File: src/rtl/trace_uart_streamer.sv
// Captures register-file writebacks from the trace port into a small FIFO and
// streams each one as a 10-byte 8N1 UART record: A5, pc[31:0], {3'b0,wnum}, wdata[31:0].
module trace_uart_streamer #(
    parameter int FIFO_DEPTH   = 16,
    parameter int CLKS_PER_BIT = 868
) (
    input  logic        clk,
    input  logic        reset,
    input  logic        open_trace,
    input  logic [31:0] debug_wb_pc,
    input  logic [3:0]  debug_wb_rf_wen,
    input  logic [4:0]  debug_wb_rf_wnum,
    input  logic [31:0] debug_wb_rf_wdata,
    output logic        uart_tx,
    output logic        fifo_full,
    output logic [15:0] drop_cnt,
    output logic        busy
);
    localparam int AW = $clog2(FIFO_DEPTH);
    localparam int CW = $clog2(CLKS_PER_BIT);
    localparam logic [CW-1:0] BIT_LAST = CW'(CLKS_PER_BIT - 1);
    localparam logic [AW:0]   DEPTH_C  = (AW+1)'(FIFO_DEPTH);

    typedef enum logic [1:0] {IDLE, START, DATA, STOP} state_t;

    state_t        state_q, state_d;
    logic [68:0]   mem_q [FIFO_DEPTH];
    logic [AW-1:0] wr_ptr_q, wr_ptr_d, rd_ptr_q, rd_ptr_d;
    logic [AW:0]   count_q, count_d;
    logic          full_q, full_d;
    logic [15:0]   drop_q, drop_d;
    logic [68:0]   rec_q, rec_d;
    logic [3:0]    byte_idx_q, byte_idx_d;
    logic [2:0]    bit_idx_q, bit_idx_d;
    logic [CW-1:0] cnt_q, cnt_d;
    logic          tx_q, tx_d;
    logic          busy_q, busy_d;
    logic          event_s, push_s, pop_s, bit_end_s;
    logic [7:0]    cur_byte_s;

    // Record layout in the FIFO entry: pc = [68:37], wnum = [36:32], wdata = [31:0].
    function automatic logic [7:0] byte_sel(input logic [68:0] rec, input logic [3:0] idx);
        case (idx)
            4'd0:    byte_sel = 8'hA5;
            4'd1:    byte_sel = rec[68:61];
            4'd2:    byte_sel = rec[60:53];
            4'd3:    byte_sel = rec[52:45];
            4'd4:    byte_sel = rec[44:37];
            4'd5:    byte_sel = {3'b000, rec[36:32]};
            4'd6:    byte_sel = rec[31:24];
            4'd7:    byte_sel = rec[23:16];
            4'd8:    byte_sel = rec[15:8];
            4'd9:    byte_sel = rec[7:0];
            default: byte_sel = 8'hFF;
        endcase
    endfunction

    // FIFO bookkeeping; fullness is the registered value, so a same-cycle pop never admits a push.
    always_comb begin
        event_s  = open_trace && (debug_wb_rf_wen != 4'd0) && (debug_wb_rf_wnum != 5'd0);
        push_s   = event_s && !full_q;
        pop_s    = (state_q == IDLE) && (count_q != '0);
        wr_ptr_d = push_s ? wr_ptr_q + AW'(1) : wr_ptr_q;
        rd_ptr_d = pop_s  ? rd_ptr_q + AW'(1) : rd_ptr_q;
        case ({push_s, pop_s})
            2'b10:   count_d = count_q + (AW+1)'(1);
            2'b01:   count_d = count_q - (AW+1)'(1);
            default: count_d = count_q;
        endcase
        full_d = (count_d == DEPTH_C);
        if (event_s && full_q && (drop_q != 16'hFFFF)) begin
            drop_d = drop_q + 16'd1;
        end else begin
            drop_d = drop_q;
        end
    end

    // Serializer next-state; uart_tx and busy are computed one cycle ahead and registered.
    always_comb begin
        state_d    = state_q;
        rec_d      = rec_q;
        byte_idx_d = byte_idx_q;
        bit_idx_d  = bit_idx_q;
        tx_d       = tx_q;
        busy_d     = busy_q;
        cur_byte_s = byte_sel(rec_q, byte_idx_q);
        bit_end_s  = (cnt_q == BIT_LAST);
        if (state_q == IDLE || bit_end_s) begin
            cnt_d = '0;
        end else begin
            cnt_d = cnt_q + CW'(1);
        end
        case (state_q)
            IDLE: begin
                if (pop_s) begin
                    rec_d      = mem_q[rd_ptr_q];
                    byte_idx_d = 4'd0;
                    state_d    = START;
                    tx_d       = 1'b0;
                    busy_d     = 1'b1;
                end else begin
                    tx_d = 1'b1;
                end
            end
            START: begin
                if (bit_end_s) begin
                    state_d   = DATA;
                    bit_idx_d = 3'd0;
                    tx_d      = cur_byte_s[0];
                end else begin
                    tx_d = 1'b0;
                end
            end
            DATA: begin
                if (bit_end_s) begin
                    if (bit_idx_q == 3'd7) begin
                        state_d = STOP;
                        tx_d    = 1'b1;
                    end else begin
                        bit_idx_d = bit_idx_q + 3'd1;
                        tx_d      = cur_byte_s[bit_idx_q + 3'd1];
                    end
                end else begin
                    tx_d = cur_byte_s[bit_idx_q];
                end
            end
            STOP: begin
                if (bit_end_s) begin
                    if (byte_idx_q < 4'd9) begin
                        byte_idx_d = byte_idx_q + 4'd1;
                        state_d    = START;
                        tx_d       = 1'b0;
                    end else begin
                        state_d = IDLE;
                        tx_d    = 1'b1;
                        busy_d  = 1'b0;
                    end
                end else begin
                    tx_d = 1'b1;
                end
            end
            default: begin
                state_d = IDLE;
                tx_d    = 1'b1;
                busy_d  = 1'b0;
            end
        endcase
    end

    // State registers with synchronous reset.
    always_ff @(posedge clk) begin
        if (reset) begin
            state_q    <= IDLE;
            wr_ptr_q   <= '0;
            rd_ptr_q   <= '0;
            count_q    <= '0;
            full_q     <= 1'b0;
            drop_q     <= 16'd0;
            rec_q      <= '0;
            byte_idx_q <= 4'd0;
            bit_idx_q  <= 3'd0;
            cnt_q      <= '0;
            tx_q       <= 1'b1;
            busy_q     <= 1'b0;
        end else begin
            state_q    <= state_d;
            wr_ptr_q   <= wr_ptr_d;
            rd_ptr_q   <= rd_ptr_d;
            count_q    <= count_d;
            full_q     <= full_d;
            drop_q     <= drop_d;
            rec_q      <= rec_d;
            byte_idx_q <= byte_idx_d;
            bit_idx_q  <= bit_idx_d;
            cnt_q      <= cnt_d;
            tx_q       <= tx_d;
            busy_q     <= busy_d;
        end
    end

    // FIFO storage; contents are unreset, pointers alone define validity.
    always_ff @(posedge clk) begin
        if (push_s && !reset) begin
            mem_q[wr_ptr_q] <= {debug_wb_pc, debug_wb_rf_wnum, debug_wb_rf_wdata};
        end
    end

    assign uart_tx   = tx_q;
    assign fifo_full = full_q;
    assign drop_cnt  = drop_q;
    assign busy      = busy_q;
endmodule

File: config.mk
export PLATFORM = sky130hd
export DESIGN_NAME = trace_uart_streamer
export DESIGN_NICKNAME = d
export VERILOG_FILES = /design/src/rtl/trace_uart_streamer.sv
export SDC_FILE = /design/constraint.sdc
export NUM_CORES = 1
export LEC_CHECK = 0
export ABC_AREA = 1
export BUFFER_PORTS_ARGS = -buffer_cell sky130_fd_sc_hd__buf_2
export CORE_UTILIZATION = 50
export DETAILED_ROUTE_END_ITERATION = 12
export GPL_ROUTABILITY_DRIVEN = 0
export GPL_TIMING_DRIVEN = 1
export PLACE_DENSITY = 0.64
export REMOVE_ABC_BUFFERS = 1
export SYNTH_ARGS = -nofsm -noshare
export SYNTH_HDL_FRONTEND = slang
export SYNTH_SLANG_ARGS = --single-unit
File: constraint.sdc
create_clock -name clk -period 10.3 [get_ports clk]
set_clock_uncertainty 0.15 [all_clocks]
set_input_delay 0.515 -clock clk [delete_from_list [all_inputs] [get_ports clk]]
set_output_delay 0.515 -clock clk [all_outputs]
set_load 0.1 [all_outputs]
; Word-level counts from Yosys, hierarchy flattened
; Memories as Yosys holds them, arrays and structs flattened. A register that Yosys moved wholly into a read port is not among the register bits.
; Cells that the tools add are included.
[op_classes]
order_cmp = 3
n_mux = 34
n_eq_ne = 26
add_sub_neg = 8
reduce_logical = 23
[ops]
columns = operator, n
row1 = 8-bit one-hot mux with 10 select lines, 1
row2 = "16-bit by 1-bit adder with 16-bit output, second input constant", 1
row3 = "4-bit by 3-bit == test with 1-bit output, second input constant", 4
row4 = "16-bit inequality test, second input constant", 1
row5 = "2-bit inequality test, second input constant", 8
row6 = 1-bit 2-to-1 mux, 14
row7 = "4-bit by 1-bit adder with 4-bit output, second input constant", 3
row8 = 4-bit 2-to-1 mux, 3
row9 = 4-bit AND reduction, 3
row10 = "10-bit by 1-bit adder with 10-bit output, second input constant", 1
row11 = "10-bit == test, second input constant", 1
row12 = 2-bit 2-to-1 mux, 5
row13 = 5-bit one-hot mux with 2 select lines, 1
row14 = 5-bit nonzero test, 2
row15 = 3-bit 2-to-1 mux, 3
row16 = "4-bit by 2-bit == test with 1-bit output, second input constant", 2
row17 = "4-bit == test, second input constant", 2
row18 = "3-bit by 4-bit less-than comparator with 1-bit output, second input constant", 2
row19 = 2-bit one-hot mux with 4 select lines, 1
row20 = 4-bit one-hot mux with 2 select lines, 1
row21 = 1-bit logical AND, 7
row22 = 1-bit binary-select mux with 3-bit select, 2
row23 = "2-bit == test, second input constant", 3
row24 = 3-bit one-hot mux with 2 select lines, 1
row25 = other kinds (19), 22
[word_totals]
ramBits = 1104
reg_bits = 51
elab_cells = 106
output_inout_bits = 19
input_bits = 76
n_memories = 1
[mem_list]
columns = name, depth, word_bits, read_ports, rd_ports_with_merged_regs, write_ports, line
row1 = mem_q, 16, 69, 1, 1, 1, 27  ; logic [68:0] mem_q [FIFO_DEPTH];

; Logic depth before layout (Yosys ltp)
[logic_depth]
word_depth = 7
ltp_mapped = 18
ltp_nobuf = 18

; Least setup slack after synthesis
; No wires, ideal clock.
[synth_path]
path_type = reg2reg
from = reg full_q (netlist: fifo_full)
to = mem mem_q[3][0], enable pin
setup_ps = 581
path_stages_with_launch = 4
arrival_ps = 5724
path_slack_ps = 3845
required_time_ps = 9569
path_buffers = 0
synth_period_minus_slack_ps = 6455
cell_sequence = dfxtp_1 nor2_1 nand2_1 nor3_1
[synth_between]
elab_chain_cells = 5
[synth_lines]
columns = item, line
row1 = "start, declared", 30  ; logic full_q, full_d;
row2 = "start signal, assigned", 170  ; full_q <= full_d;
row3 = 1-bit logical NOT, 61  ; push_s = event_s && !full_q;
row4 = 1-bit logical AND, 61
row5 = 1-bit logical AND, 183  ; if (push_s && !reset) begin
row6 = 1-bit 2-to-1 mux, 183
row7 = 1-bit 2-to-1 mux (not written as such), 184  ; mem_q[wr_ptr_q] <= {debug_wb_pc, debug_wb_rf_wnum, debug_wb_rf_wdata};
row8 = "end, declared", 27
; Every way passes these cells.

==> results.json <==
{
  "synthSimpleGateAreaFrac_pct": 9.548,
  "avgSynthCellArea_sq_um": 12.11,
  "yosysUniqueCellTypes": 44,
  "place_ws_ps": 6155,
  "routed_via_density": 5.947,
  "synth_seq_area_share_pct": 73.05,
  "path_max_fanout": 105,
  "rr_endpoint": "rec_q[31]",
  "area_growth_pct": 10.40,
  "num_vias": 32055,
  "rsz0062_at_grt": "no",
  "min_path_type": "input port to flop",
  "comb_power_share_pct": 26.1,
  "grt_pass1_wl_microns": 189200,
  "synthMostInstantiatedCell": "edfxtp_1",
  "ys_async_sr_fraction_pct": 0,
  "overflow": 0,
  "muxShareOfSynthArea_pct": 0.02057,
  "clockPowerShare_pct": 30.3,
  "hpwl_microns": 64770,
  "dieArea_sq_um": 98590,
  "post-route-period-util_pct": 39.91,
  "cts_resized": 0,
  "worst-slew-pin-transition_ps": 1341,
  "die_w_microns": 314.0,
  "drive_above_1_share_pct": 8.321,
  "netlist_instances": 4018,
  "grt_start_max_net_pins": 203,
  "yosysTopAreaCell": "edfxtp_1",
  "cp-start-kind": "flop",
  "yosys-top-cells-count": "edfxtp_1, nor2_1, o21ai_0, o22ai_1, clkbuf_1",
  "design.core.area_sq_um": 96570,
  "drt-pass1-iter-count": 5,
  "drv_slew": 0,
  "cts_buffers": 119,
  "worst_ep_arrival_time_ps": 4600,
  "track_usage_pct": 25.43,
  "totalWireLength_microns": 126400,
  "synth_top_flop_cell": "edfxtp_1",
  "r2r_setup_slack_ps": 6190,
  "p_sw_mw": 4.574,
  "synth-edff-count": 1104,
  "p_per_area_nw_per_um2": 250.8,
  "cts-htree-levels": 3,
  "cts_hold_buf": 0,
  "fmax_ghz": 0.2433,
  "crit_type": "flop to flop",
  "pwr-share-seq_pct": 43.6,
  "synth.area.top_cells": "edfxtp_1, nor2_1, o21ai_0, dfxtp_1, o22ai_1",
  "antenna_found_initial": 9,
  "cts_tree": "yes",
  "hold_viol_final": 0,
  "placed_area_sq_um": 50120,
  "drc_errors": 0,
  "grt_pass1_vias": 30106,
  "postCtsSetupRepairBufs": 0,
  "cap_violations": 0,
  "final-setup-viol-count": 0,
  "num_io_pins": 95,
  "routedWlPerCell_microns": 23.46,
  "clkLatencyLatePin_ps": 710,
  "start_util_pct": 50.40,
  "ys_ff_latch": 1224,
  "hold_ws_ps": 21.79,
  "slew_headroom_pct": 10.59,
  "final_antenna_net_count": 0,
  "fp.dieH_microns": 314.0,
  "nNetsFinal": 4107,
  "period_needed_ps": 4111,
  "synthAdderAreaFrac_pct": 0.5810,
  "outcome": "finished clean",
  "swShare_pct": 33.94,
  "crit_end": "rec_q[31]",
  "path_clk_slew_ps": 60,
  "clockBufferDepth": 3,
  "io_buffers": 94,
  "worst_ep_required_time_ps": 10790,
  "synth_xor_area_share_pct": 0.1080,
  "cts_sinks": 1224,
  "ir_worst_vdd_v": 0.0002668,
  "end_kind": "flop",
  "final.setup.worst_slack_ps": 6189,
  "r2r_cells": 8,
  "synth_compound_area_share_pct": 13.08,
  "regToRegStartpoint": "rd_ptr_q[0]",
  "drtIter0Drc": 3515,
  "synth_top_area_share_pct": 68.11,
  "root_buffer": "clkbuf_16",
  "critPathLaunch": "rd_ptr_q[0]",
  "final_util_pct": 55.65,
  "internal_power_mw": 8.902,
  "synth_area_sq_um": 48670,
  "total_power_mw": 13.48,
  "ys_warn_count": 0,
  "rows": 114,
  "leakage_nw": 18.12,
  "final_area_sq_um": 53730,
  "synth_top_family_by_area": "compound AO/OA/AOI/OAI gates"
}
-- registers in the layout (all words and copies together), names as in the netlist --
register / count
rd_ptr_q: 4
rec_q: 69
drop_cnt: 16
cnt_q: 10
busy: 1
byte_idx_q: 4
uart_tx: 1
wr_ptr_q: 4
state_q: 2
bit_idx_q: 3
count_q: 5
fifo_full: 1
mem_q: 1104
-- layout make-up --
| class | count | area (sq um) |
|---|---|---|
| Clock inverter | 49 | 342.8 |
| Clock buffer | 173 | 3261 |
| Inverter | 161 | 626.9 |
| Fill cell | 7933 | 42830 |
| Timing Repair Buffer | 143 | 853.3 |
| Multi-Input combinational cell | 2360 | 11470 |
| Antenna cell | 4 | 10.01 |
| Tap cell | 1276 | 1597 |
| Sequential cell | 1224 | 35570 |
-- power by group through the flow --
stage,Sequential (mW),Clock (mW),Combinational [mW]
after global placement,5.97,0,3.43
final,5.87,4.08,3.52
after detailed placement,5.97,0,3.48
after floorplan,6.09,0,2.27
after global routing,5.89,4.33,3.88
after CTS,5.87,4.13,3.49
-- metal layers --
layer / wire length, microns / up-vias / GRT usage [%] / share of wire (%)
met3: 9888 / 188 / 3.715 / 7.8
met1: 54310 / 15917 / 36.40 / 43
met5: 23 / - / 0 / 0.018
met4: 2894 / 4 / 7.195 / 2.3
met2: 59320 / 1316 / 40.69 / 47
li1: - / 14630 / - / -
-- per-stage QoR --
step / setup TNS, ps / instances
6_report: 0 / 5390
2_1_floorplan: -741000 / 3745
3_3_place_gp: 0 / 5164
4_1_cts: 0 / 5386
5_1_grt: 0 / 5388
3_5_place_dp: 0 / 5164
-- critical path, stage by stage, from the launching register on --
cell and delay [ps]:
dfxtp_4 870, buf_4 860, buf_4 940, o21ai_0 260
o22ai_1 220, o21ai_0 130, o22ai_1 300, o21ai_1 90
inv_1 80
-- cell usage in the layout (no fill, tap or decap), drive strengths merged, types with 4 or more instances in the layout --
master and count:
buf 143, dfxtp 120, diode 4, o22ai 321, edfxtp 1104, inv 164
nand3 78, clkinv 42, a211oi 5, clkbuf 173, ha 21, nor4 5
o21ai 768, nor3 16, nor2 908, nand4 31, o32ai 25, a21oi 43
nand2 121
-- kinds of logic (layout without fill, tap and decap cells) --
logic type               after synthesis  in the layout
XOR/XNOR                               6              6
AND/OR/NAND/NOR                     1164           1164
other                                  0              4
buffers and inverters                434            526
flip-flops                          1224           1224
adder cells (fa/ha/maj)               22             22
AO/OA/AOI/OAI                       1167           1167
multiplexers                           1              1
-- worst min-delay path by stage --
stage                     to  slack (ps)  depth (start not counted)            start
2_1_floorplan       cnt_q[0]         270                          1         cnt_q[0]
3_3_place_gp        cnt_q[0]         280                          1         cnt_q[0]
3_5_place_dp        cnt_q[0]         290                          1         cnt_q[0]
4_1_cts        mem_q[12][41]           2                          1   debug_wb_pc[4]
5_1_grt        mem_q[14][62]          20                          1  debug_wb_pc[25]
6_report       mem_q[10][58]          20                          1  debug_wb_pc[21]
(Power assumes the default switching activity.)
